--- config.mk ---
export PLATFORM = sky130hd
export DESIGN_NAME = reg_file_wb
export DESIGN_NICKNAME = d
export VERILOG_FILES = /design/src/rtl/reg_file_wb.sv
export SDC_FILE = /design/constraint.sdc
export NUM_CORES = 1
export LEC_CHECK = 0
export BUFFER_PORTS_ARGS = -buffer_cell sky130_fd_sc_hd__buf_4
export CORE_UTILIZATION = 55
export CTS_CLUSTER_DIAMETER = 80
export DETAILED_ROUTE_END_ITERATION = 10
export PLACE_DENSITY = 0.78
export RECOVER_POWER = 100
export SLEW_MARGIN = 20
export SYNTH_ARGS = -nofsm -noshare
export SYNTH_HDL_FRONTEND = slang
export SYNTH_SLANG_ARGS = --single-unit
--- constraint.sdc ---
create_clock -name clk_wb -period 4.95 [get_ports clk_wb]
set_clock_uncertainty 0.1 [all_clocks]
set_input_delay 1.2375 -clock clk_wb [delete_from_list [all_inputs] [get_ports clk_wb]]
set_output_delay 1.2375 -clock clk_wb [all_outputs]
set_load 0.005 [all_outputs]
--- src/rtl/reg_file_wb.sv ---
// reg_file_wb: parametrised register file and write-back stage with valid/ready writes,
// bypassed read ports, a per-register pending scoreboard and a multi-cycle clear sweep.
module reg_file_wb #(
    parameter int DATA_W    = 16,
    parameter int N_REGS    = 8,
    parameter int ADDR_W    = 3,
    parameter bit ZERO_REG0 = 1'b0
) (
    input  logic                     clk_wb,
    input  logic                     reset,
    input  logic                     wb_valid,
    output logic                     wb_ready,
    input  logic [ADDR_W-1:0]        wb_addr,
    input  logic [DATA_W-1:0]        wb_data,
    input  logic                     issue_valid,
    input  logic [ADDR_W-1:0]        issue_addr,
    input  logic                     clr,
    output logic                     clr_busy,
    input  logic [ADDR_W-1:0]        rd_addr_a,
    input  logic [ADDR_W-1:0]        rd_addr_b,
    output logic [DATA_W-1:0]        rd_data_a,
    output logic [DATA_W-1:0]        rd_data_b,
    output logic                     rd_busy_a,
    output logic                     rd_busy_b,
    output logic [N_REGS*DATA_W-1:0] regs_flat
);
    typedef enum logic {IDLE, CLEAR} state_t;

    localparam logic [ADDR_W-1:0] LAST  = ADDR_W'(N_REGS - 1);
    localparam logic [ADDR_W:0]   NREGS = (ADDR_W + 1)'(N_REGS);

    state_t            state_q, state_d;
    logic [ADDR_W-1:0] idx_q, idx_d;
    logic [DATA_W-1:0] regs_q [N_REGS];
    logic [DATA_W-1:0] regs_d [N_REGS];
    logic [N_REGS-1:0] pending_q, pending_d;
    logic              wb_fire, wb_we;

    assign wb_ready = state_q == IDLE;
    assign clr_busy = state_q == CLEAR;
    assign wb_fire  = wb_valid && wb_ready;
    // an accepted write only lands when it targets a real, writable register
    assign wb_we    = wb_fire && ({1'b0, wb_addr} < NREGS) && !(ZERO_REG0 && wb_addr == '0);

    always_comb begin
        state_d = state_q;
        idx_d   = idx_q;
        if (state_q == IDLE) begin
            state_d = clr ? CLEAR : IDLE;
            idx_d   = '0;
        end else begin
            state_d = idx_q == LAST ? IDLE : CLEAR;
            idx_d   = idx_q == LAST ? '0 : idx_q + 1'b1;
        end
    end

    // issue is applied last so it wins over a same-cycle write or sweep
    always_comb begin
        pending_d = pending_q;
        for (int i = 0; i < N_REGS; i++) begin
            regs_d[i] = regs_q[i];
            if (wb_we && wb_addr == ADDR_W'(i)) begin
                regs_d[i]    = wb_data;
                pending_d[i] = 1'b0;
            end
            if (clr_busy && idx_q == ADDR_W'(i)) begin
                regs_d[i]    = '0;
                pending_d[i] = 1'b0;
            end
            if (issue_valid && issue_addr == ADDR_W'(i) && !(ZERO_REG0 && i == 0))
                pending_d[i] = 1'b1;
        end
    end

    always_ff @(posedge clk_wb) begin
        if (!reset) begin
            state_q   <= IDLE;
            idx_q     <= '0;
            pending_q <= '0;
            for (int i = 0; i < N_REGS; i++) regs_q[i] <= '0;
        end else begin
            state_q   <= state_d;
            idx_q     <= idx_d;
            pending_q <= pending_d;
            for (int i = 0; i < N_REGS; i++) regs_q[i] <= regs_d[i];
        end
    end

    // out-of-range addresses match no register and so read 0 / not busy
    always_comb begin
        rd_data_a = '0;
        rd_data_b = '0;
        rd_busy_a = 1'b0;
        rd_busy_b = 1'b0;
        for (int i = 0; i < N_REGS; i++) begin
            if (rd_addr_a == ADDR_W'(i)) begin
                rd_data_a = regs_q[i];
                rd_busy_a = pending_q[i];
            end
            if (rd_addr_b == ADDR_W'(i)) begin
                rd_data_b = regs_q[i];
                rd_busy_b = pending_q[i];
            end
        end
        if (wb_we && wb_addr == rd_addr_a) begin
            rd_data_a = wb_data;
            rd_busy_a = 1'b0;
        end
        if (wb_we && wb_addr == rd_addr_b) begin
            rd_data_b = wb_data;
            rd_busy_b = 1'b0;
        end
    end

    for (genvar g = 0; g < N_REGS; g++) begin : g_flat
        assign regs_flat[g*DATA_W +: DATA_W] = regs_q[g];
    end
endmodule

# Word-level counts from Yosys, hierarchy flattened

Memories as Yosys holds them, arrays and structs flattened.
Cells that the tools add are included.

Add/sub/neg operators: 1
Equal/unequal tests: 37
Muxes and demuxes: 89
Bitwise gates (word level): 10
Reductions and logical operators: 41

Operator list:

| cell                  | number |
|---|---|
| $mux W16              | 42 |
| $eq A3 B3 Y1 const B  | 20 |
| $mux W1               | 47 |
| $eq A3 B2 Y1 const B  | 10 |
| $logic_and A1 B1 Y1   | 27 |
| $reduce_bool A3 Y1    | 8 |
| $eq A3 B1 Y1 const B  | 5 |
| $logic_not A3 Y1      | 5 |
| $or A1 B1 Y1          | 8 |
| $eq A3 B3 Y1          | 2 |
| $add A3 B1 Y3 const B | 1 |
| $reduce_or A3 Y1      | 1 |
| $not A1 Y1            | 2 |

Register bits: 12
Bits in writable memories: 128
Bits of input ports: 33
Logic and storage cells: 189
Memories: 1

Memories:

| memory | depth | width | read ports | clocked after memory_dff | wr ports | RTL line | source |
|---|---|---|---|---|---|---|---|
| regs_q | 8     | 16    | 8          | 0                        | 8        | 34       | `logic [DATA_W-1:0] regs_q [N_REGS];` |

# Depth between registers and ports, before layout

Gate-level depths: netlist of run 1.

Depth after elaboration: 10
Mapped depth: 7

# Worst setup path before layout of run 1

OpenSTA, ideal clock, no wires.

Kind: input -> output
Start: in wb_addr[2]
End: out rd_data_b[0]
Arrival: 2.441 ns
Data required time: 3.613 ns
Slack: 1.172 ns
Cell stages on the path: 4
Cell sequence: buf_2 xor2_1 nor4_4 mux2_2

Longest elaborated chain between the ends: 3

RTL lines:

| element             | RTL line | source |
|---|---|---|
| start, declared     | 13       | `input logic [ADDR_W-1:0] wb_addr,` |
| $eq A3 B3 Y1        | 109      | `if (wb_we && wb_addr == rd_addr_b) begin` |
| $logic_and A1 B1 Y1 | 109      |  |
| $mux W16            | 109      |  |
| end, declared       | 22       | `output logic [DATA_W-1:0] rd_data_b,` |

Every way passes these cells.

# Final worst setup path of run 1

Start: in rd_addr_b[2]
End: out rd_data_b[0]

Longest elaborated chain between the ends: 10
Elaborated cells on any way between the ends: 19
Those cells by class: eq/ne (8); mux (9); reduce/logical (2)

RTL lines:

| element                | RTL line | source |
|---|---|---|
| start, declared        | 20       | `input logic [ADDR_W-1:0] rd_addr_b,` |
| $logic_not A3 Y1       | 100      | `if (rd_addr_b == ADDR_W'(i)) begin` |
| $mux W16 (8 in series) | 100      |  |
| $mux W16 (*)           | 109      |  |

Mark *: on every way between the ends. The rest lies on a longest branch, timed or not.

==> results of run 1 <==
-- cell type report --
| class | count | area, sq um | share of cell area [%] |
|---|---|---|---|
| multi-input cells | 843 | 4873 | 48.43 |
| repair buffers | 208 | 1513 | 15.03 |
| clock buffers | 18 | 439.2 | 4.364 |
| inverters | 10 | 37.54 | 0.3730 |
| clock inverters | 14 | 167.7 | 1.666 |
| flip-flops and latches | 140 | 2803 | 27.85 |
| well taps | 184 | 230.2 | 2.288 |
-- per-stage QoR --
step	instances	utilization (%)	setup WS, ns	instance area, sq um
6_report	1417	69.24	0.2453	10060
2_1_floorplan	1093	-	1.172	8163
5_1_grt	1417	69.24	0.1479	10060
3_3_place_gp	1385	65.52	0.5081	9523
4_1_cts	1417	69.70	0.4707	10130
3_5_place_dp	1385	65.52	0.4707	9523
-- how the worst max path moves through the flow --
stage                       from      endpoint  cells after the start
global placement    rd_addr_a[0]  rd_data_a[7]                      7
CTS                 rd_addr_a[0]  rd_data_a[7]                      7
finish              rd_addr_b[2]  rd_data_b[0]                      6
detailed placement  rd_addr_a[0]  rd_data_a[7]                      7
floorplan             wb_addr[2]  rd_data_b[0]                      4
global route        rd_addr_b[2]  rd_data_b[2]                      7
-- kinds of logic (layout without fill, tap and decap cells) --
logic type | Yosys count | in the layout
fa+ha+maj | 6 | 6
compound gates | 273 | 273
simple gates | 484 | 484
buf+inv | 110 | 250
flops | 140 | 140
mux | 74 | 74
xor+xnor | 6 | 6
-- power by group through the flow --
stage          registers (mW)  clock network [mW]  logic, mW
4_1_cts                  1.17                1.31      0.392
3_3_place_gp             1.20                   0      0.383
6_report                 1.18                1.31      0.397
2_1_floorplan            1.19                   0      0.241
3_5_place_dp             1.20                   0      0.391
5_1_grt                  1.18                1.37      0.427
-- flip-flops by register name, indices dropped and copies added, names as in the netlist --
register,flops
regs_q,128
pending_q,8
idx_q,3
clr_busy,1
-- cells in the mapped netlist, types with 5 or more instances --
cell type  instances  area (sq um)
nand2_1          304          1141
a21oi_1          155         775.7
dfxtp_1          140          2803
nor2_1            92         345.3
clkbuf_1          53         198.9
buf_2             40         200.2
o21ai_0           40         200.2
mux2i_1           36         360.4
mux4_2            26         585.6
nor2b_1           25         156.4
nor3b_1           25         187.7
o31ai_1           23         172.7
nand3_1           20         100.1
mux2_2            12         135.1
o21bai_1          11         82.58
inv_1              9         33.78
a221oi_1           8         70.07
ha_1               6         75.07
o22ai_1            6         37.54
xor2_1             6         52.55
a21boi_0           5         37.54
a22oi_1            5         37.54
o211a_1            5         50.05
-- layer usage --
layer / global-route usage, % / vias up / wire [microns]
li1: - / 3995 / -
met1: 55.18 / 4098 / 11850
met2: 52.50 / 647 / 12070
met3: 9.707 / 74 / 4012
met4: 16.42 / 0 / 845
met5: 0 / - / 0
==> results.json, run 1 <==
{
  "outcome": "finished clean",
  "maxCapViolCount": 0,
  "synth_xor_area_share_pct": 0.6438,
  "synthesis.nets": 1132,
  "cpMostUsedCell": "buf_4",
  "cp_cell_sequence": "clkbuf_2, xor2_1, nor4_4, buf_4, mux2_1, buf_4",
  "drt_iter0_drc": 1290,
  "setup_viol": 0,
  "p_sw_share_pct": 26.83,
  "syn_avg_cell_area_sq_um": 7.468,
  "leakage_nw": 3.821,
  "num_rows": 44,
  "clk_pin_slew_ns": 0.06,
  "hold_buffers": 0,
  "place_congestion": 0.9412,
  "cts_setup_buffers": 0,
  "antenna_found_initial": 0,
  "power_frac_comb_pct": 13.8,
  "clkSinkCount": 140,
  "cp.buffers_inverters": 3,
  "grt_max_degree": 67,
  "wl_per_cell_microns": 20.31,
  "clkPwrFrac_pct": 45.5,
  "cts-buffers-inserted": 17,
  "drtPass1Iterations": 6,
  "coreArea_sq_um": 14530,
  "grt_pass1_wl_microns": 43530,
  "whs_endpoint": "idx_q[0]",
  "p_sw_mw": 0.7737,
  "crit_type": "primary input to output port",
  "hold_depth": 1,
  "finalCritPeriodShare_pct": 95.04,
  "clockBufferDepth": 2,
  "async_flop_share_pct": 0,
  "synthSimpleGateAreaFrac_pct": 25.52,
  "cp_slowest_cell": "clkbuf_2",
  "cts_tree": "built",
  "rsz0062_at_grt": "false",
  "required_ns": 3.61,
  "grt_pass1_vias": 7735,
  "ant_nets": 0,
  "crit-reg2reg-launch": "clr_busy",
  "fin_setup_tns_ns": 0,
  "antenna_cells": 0,
  "synth-compound-area-share_pct": 19.44,
  "startpoint_type": "primary input",
  "maxSlewHeadroom_pct": 27.13,
  "synth_top_family_by_area": "simple AND/OR/NAND/NOR gates",
  "path_delay_family": "buffers and inverters",
  "drc": 0,
  "hp-class": "flip-flop to flip-flop",
  "whs_ns": 0.3660,
  "netlist_area_sq_um": 8163,
  "clk_latency_ns": 0.43,
  "worst_pin_slew_ns": 1.093,
  "grt-ovfl-total": 0,
  "cts_resized": 0,
  "nNetsFinal": 1259,
  "viasPerCell": 6.220,
  "vias": 8814,
  "cts-root-buf": "clkbuf_16",
  "rrSetupSlack_ns": 2.25,
  "total_power_mw": 2.884,
  "n_fill_cell": 1241,
  "synth_edf_count": 0,
  "peakVddDrop_uv": 236.8,
  "synth_mux_area_share_pct": 13.24,
  "ys_seq_area_share_pct": 34.33,
  "dp_hpwl_microns": 20750,
  "die_h_microns": 123.8,
  "initial_utilization_pct": 56.16,
  "report.final.slew_viol_count": 0,
  "layout_common_cells": "304 x nand2_1, 155 x a21oi_1, 140 x dfxtp_1",
  "die_width_microns": 123.8,
  "hold_viol_final": 0,
  "syn_to_final_growth_pct": 23.28,
  "setup.worst_path.end_class": "output port",
  "period_needed_ns": 4.705,
  "cp_slowest_stage_delay_ns": 0.79,
  "internal-power_mw": 2.110,
  "die_area_sq_um": 15330,
  "drive_above_1_share_pct": 21.41,
  "r2r-end": "regs_q[1][7]",
  "p_per_area_nw_per_um2": 286.6,
  "syn-instance-count": 1093,
  "htreeDepth": 4,
  "synth_ff_type": "dfxtp_1",
  "reg2reg_depth": 4,
  "worstHoldStart": "idx_q[0]",
  "power_frac_seq_pct": 40.8,
  "max_freq_mhz": 212.6,
  "layout_commonest_cell": "nand2_1",
  "drt_wl_total_microns": 28770,
  "critPathArrivalTime_ns": 3.37,
  "synth_fa_ha_area_share_pct": 0.9197,
  "ys_ff_latch": 140,
  "ios": 197,
  "numPortBuffers": 196,
  "yosys_warnings": 0,
  "critical_path.max_fanout": 52,
  "ys_types": 40,
  "track_usage_pct": 37.99
}
(Power assumes the default switching activity.)
==> run 2, diff against run 1 <==
--- a/config.mk
+++ b/config.mk
@@ -6,10 +6,12 @@
 export NUM_CORES = 1
 export LEC_CHECK = 0
 export BUFFER_PORTS_ARGS = -buffer_cell sky130_fd_sc_hd__buf_4
-export CORE_UTILIZATION = 55
+export CELL_PAD_IN_SITES_DETAIL_PLACEMENT = 0
+export CELL_PAD_IN_SITES_GLOBAL_PLACEMENT = 1
+export CORE_UTILIZATION = 42
 export CTS_CLUSTER_DIAMETER = 80
 export DETAILED_ROUTE_END_ITERATION = 10
-export PLACE_DENSITY = 0.78
+export PLACE_DENSITY = 0.82
 export RECOVER_POWER = 100
 export SLEW_MARGIN = 20
 export SYNTH_ARGS = -nofsm -noshare
==> results.json, run 2 (synthesis results as in run 1) <==
{
  "report.final.slew_viol_count": 0,
  "hold_viol_final": 0,
  "place_congestion": 0.9029,
  "power_frac_seq_pct": 41.4,
  "clkPwrFrac_pct": 44.7,
  "antenna_cells": 0,
  "n_fill_cell": 1849,
  "use_met1_pct": 46.17,
  "top_register": "regs_q",
  "power_frac_comb_pct": 13.9,
  "stdcell_count": 1491,
  "hold_buffers": 0,
  "initial_utilization_pct": 43.21,
  "met2_usage_pct": 43.54,
  "numPortBuffers": 196,
  "maxCapViolCount": 0,
  "grt-ovfl-total": 0,
  "reg_top3": "regs_q: 128 flops, pending_q: 8 flops, idx_q: 3 flops",
  "rsz0062_at_grt": "false",
  "nNetsFinal": 1257,
  "drive_above_1_share_pct": 21.85,
  "max_freq_mhz": 215.2,
  "htreeDepth": 4,
  "fin_setup_tns_ns": 0,
  "worst_pin_slew_ns": 1.006,
  "dp_hpwl_microns": 22740,
  "syn_to_final_growth_pct": 24.51,
  "grt_pass1_vias": 7464,
  "cts_resized": 0,
  "outcome": "finished clean",
  "period_needed_ns": 4.646,
  "layout_common_cells": "304 x nand2_1, 155 x a21oi_1, 140 x dfxtp_1",
  "fin_area_sq_um": 10160,
  "p_sw_mw": 0.7943,
  "antenna_found_initial": 0,
  "critical_path.max_fanout": 33,
  "drt_wl_total_microns": 30240,
  "cts-buffers-inserted": 17,
  "leakage_nw": 3.809,
  "drt_iter0_drc": 855,
  "p_per_area_nw_per_um2": 279.9,
  "grt_pass1_wl_microns": 45890,
  "met3_usage_pct": 5.974,
  "cts_setup_buffers": 0,
  "track_usage_pct": 30.53,
  "die_h_microns": 141.4,
  "startpoint_type": "primary input",
  "clkSinkCount": 140,
  "clk_pin_slew_ns": 0.06,
  "hp-class": "flip-flop to flip-flop",
  "viasPerCell": 5.641,
  "die_area_sq_um": 20000,
  "cts_tree": "built",
  "die_width_microns": 141.4,
  "internal-power_mw": 2.050,
  "critPathArrivalTime_ns": 3.31,
  "layout_commonest_cell": "nand2_1",
  "wl_per_cell_microns": 20.28,
  "drtPass1Iterations": 5,
  "clk_latency_ns": 0.43,
  "ios": 197,
  "maxSlewHeadroom_pct": 32.81,
  "largest_reg_flops": 128,
  "cts-root-buf": "clkbuf_16",
  "p_sw_share_pct": 27.92,
  "clockBufferDepth": 2,
  "finalCritPeriodShare_pct": 93.86,
  "coreArea_sq_um": 18890,
  "required_ns": 3.61,
  "setup_viol": 0,
  "grt_max_degree": 50,
  "place_area_sq_um": 9628,
  "vias": 8410,
  "crit_type": "primary input to output port",
  "dp_cells": 1459,
  "num_rows": 50,
  "whs_ns": 0.3645,
  "grt-busiest-layer": "met1",
  "drc": 0,
  "setup.worst_path.end_class": "output port",
  "peakVddDrop_uv": 244.1,
  "ant_nets": 0
}
run 2: cell type report:
type | count | area [sq um] | area share, %
multi-input combinational | 843 | 4873 | 47.95
tap | 260 | 325.3 | 3.201
clock inverter | 13 | 143.9 | 1.416
timing repair buffer | 206 | 1548 | 15.23
sequential | 140 | 2803 | 27.58
inverter | 10 | 37.54 | 0.3693
clock buffer | 19 | 432.9 | 4.260
run 2: path summary, 6_finish.rpt:
check                     from           end  slack (ns)  depth (start not counted)
setup / recovery  rd_addr_a[1]  rd_data_a[0]        0.30                          7
hold / removal        idx_q[0]      idx_q[0]        0.36                          1
setup reg to reg      clr_busy  pending_q[0]        2.26                          4
hold reg to reg       idx_q[0]      idx_q[0]        0.36                          1
run 2: power groups by stage:
stage                     registers [mW]  clock network, mW  logic, mW
after CTS                           1.18               1.28      0.397
after detailed placement            1.20                  0      0.396
after global routing                1.18               1.33      0.428
after floorplan                     1.19                  0      0.241
after global placement              1.20                  0      0.394
final                               1.18               1.27      0.397
run 2: stage by stage:
stage	total power, mW	worst slack, ns	utilization, %
2_1_floorplan	1.430	1.172	-
3_3_place_gp	1.595	0.6641	50.96
3_5_place_dp	1.597	0.6654	50.96
4_1_cts	2.854	0.6656	54.01
5_1_grt	2.934	0.2543	53.79
6_report	2.845	0.3041	53.79
run 2: routing by layer:
layer	up-vias	share of wire (%)
met4	0	1.5
met5	-	0
li1	3992	-
met2	430	42
met3	35	8.7
met1	3953	48
run 2: worst max-delay path, stage by stage:
cell and delay, ns:
clkbuf_2 0.65, xor2_1 0.22, nor4_4 0.35, buf_12 0.22, a221oi_1 0.07, a21oi_1 0.32
clkbuf_4 0.21
==> run 3, diff against run 2 <==
--- a/config.mk
+++ b/config.mk
@@ -8,10 +8,11 @@
 export BUFFER_PORTS_ARGS = -buffer_cell sky130_fd_sc_hd__buf_4
 export CELL_PAD_IN_SITES_DETAIL_PLACEMENT = 0
 export CELL_PAD_IN_SITES_GLOBAL_PLACEMENT = 1
-export CORE_UTILIZATION = 42
+export CORE_UTILIZATION = 43
+export CTS_BUF_LIST = sky130_fd_sc_hd__clkbuf_4 sky130_fd_sc_hd__clkbuf_8
 export CTS_CLUSTER_DIAMETER = 80
 export DETAILED_ROUTE_END_ITERATION = 10
-export PLACE_DENSITY = 0.82
+export PLACE_DENSITY = 0.84
 export RECOVER_POWER = 100
 export SLEW_MARGIN = 20
 export SYNTH_ARGS = -nofsm -noshare
==> results.json, run 3 (synthesis results as in run 1) <==
{
  "htreeDepth": 4,
  "cpMostUsedCell": "buf_4",
  "drtPass1Iterations": 6,
  "drc": 0,
  "pre_cts_ws_ns": 0.5973,
  "crit_type": "primary input to output port",
  "total_power_mw": 2.471,
  "largest_reg_flops": 128,
  "initial_utilization_pct": 43.79,
  "layout_commonest_cell": "nand2_1",
  "cts_tree": "built",
  "syn_to_final_growth_pct": 21.26,
  "clk_latency_ns": 0.45,
  "hold_buffers": 0,
  "top_register": "regs_q",
  "die_h_microns": 139.8,
  "critPathArrivalTime_ns": 3.28,
  "grt_pass1_wl_microns": 46780,
  "coreArea_sq_um": 18640,
  "cts-buffers-inserted": 17,
  "place_congestion": 0.9241,
  "drt_wl_total_microns": 30950,
  "ios": 197,
  "cp_slowest_cell": "clkbuf_2",
  "antenna_found_initial": 0,
  "fin_setup_tns_ns": 0,
  "setup_slack_ns": 0.3363,
  "hp-class": "flip-flop to flip-flop",
  "peakVddDrop_uv": 174.3,
  "hold_viol_final": 0,
  "maxSlewHeadroom_pct": 29.98,
  "cts_resized": 0,
  "max_freq_mhz": 216.7,
  "nNetsFinal": 1258,
  "utilization_pct": 53.09,
  "viasPerCell": 5.901,
  "place_area_sq_um": 9565,
  "maxCapViolCount": 0,
  "startpoint_type": "primary input",
  "dr.max_layer_used": "met4",
  "setup_viol": 0,
  "drive_above_1_share_pct": 22.00,
  "reg_top3": "regs_q: 128 flops, pending_q: 8 flops, idx_q: 3 flops",
  "die_area_sq_um": 19540,
  "period_needed_ns": 4.614,
  "track_usage_pct": 31.60,
  "cp_slowest_stage_delay_ns": 0.52,
  "required_ns": 3.61,
  "grt_pass1_vias": 7643,
  "drt-met1-wl_microns": 14290,
  "finalCritPeriodShare_pct": 93.21,
  "num_rows": 50,
  "p_per_area_nw_per_um2": 249.7,
  "cts-root-buf": "clkbuf_8",
  "grt-ovfl-total": 0,
  "clk_pin_slew_ns": 0.08,
  "grt_max_degree": 40,
  "clkSinkCount": 140,
  "dp_hpwl_microns": 23080,
  "rsz0062_at_grt": "false",
  "report.final.slew_viol_count": 0,
  "clockBufferDepth": 2,
  "vias": 8651,
  "route.met2.wl_microns": 12990,
  "critical_path.max_fanout": 31,
  "drt_iter0_drc": 787,
  "fin_area_sq_um": 9898,
  "wl_per_cell_microns": 21.11,
  "ant_nets": 0,
  "wl_met3_microns": 3090,
  "layout_common_cells": "304 x nand2_1, 155 x a21oi_1, 140 x dfxtp_1",
  "setup.worst_path.end_class": "output port",
  "antenna_cells": 0,
  "numPortBuffers": 196,
  "outcome": "finished clean",
  "cp_cell_sequence": "clkbuf_2, xor2_1, nor4_4, buf_4, mux2_2, buf_4",
  "worst_pin_slew_ns": 1.048,
  "leakage_nw": 3.717,
  "die_width_microns": 139.8,
  "cts_setup_buffers": 0
}
## run 3: where the power goes
part,total [mW],switching [mW],internal [mW]
combinational,0.397,0.239,0.158
sequential,1.18,0.0313,1.15
clock,0.898,0.482,0.417
total,2.47,0.752,1.72
## run 3: stage by stage
stage,cells,hold slack [ns]
after floorplan,1093,0.3332
after global placement,1434,0.3487
after detailed placement,1434,0.3620
after CTS,1466,0.3808
after global routing,1466,0.4039
final,1466,0.3736
## run 3: routing by layer
metal / vias to the layer above / GRT usage [%]
met2: 485 / 44.68
met3: 45 / 6.056
met4: 0 / 9.023
met5: - / 0
met1: 4118 / 48.02
li1: 4003 / -
## run 3: worst max-delay path, delay by kind of cell
kind	cells	cell delay [ns]
xor gates and xnor gates	1	0.20
buffers and inverters	3	1.02
muxes	1	0.41
and+or+nand+nor	1	0.38
## run 3: final cells by class
| type | count | area (sq um) |
|---|---|---|
| multi-input cells | 843 | 4873 |
| fillers | 1826 | 8745 |
| repair buffers | 207 | 1516 |
| well taps | 234 | 292.8 |
| clock buffers | 19 | 255.2 |
| inverters | 10 | 37.54 |
| flip-flops and latches | 140 | 2803 |
| clock inverters | 13 | 120.1 |
## run 3: final timing paths
path,from,endpoint,slack (ns),cells past startpoint
worst min-delay path,idx_q[0],idx_q[0],0.37,1
worst max register to register,clr_busy,pending_q[0],2.16,4
worst min register to register,idx_q[0],idx_q[0],0.37,1
worst max-delay path,rd_addr_b[2],rd_data_b[7],0.34,6
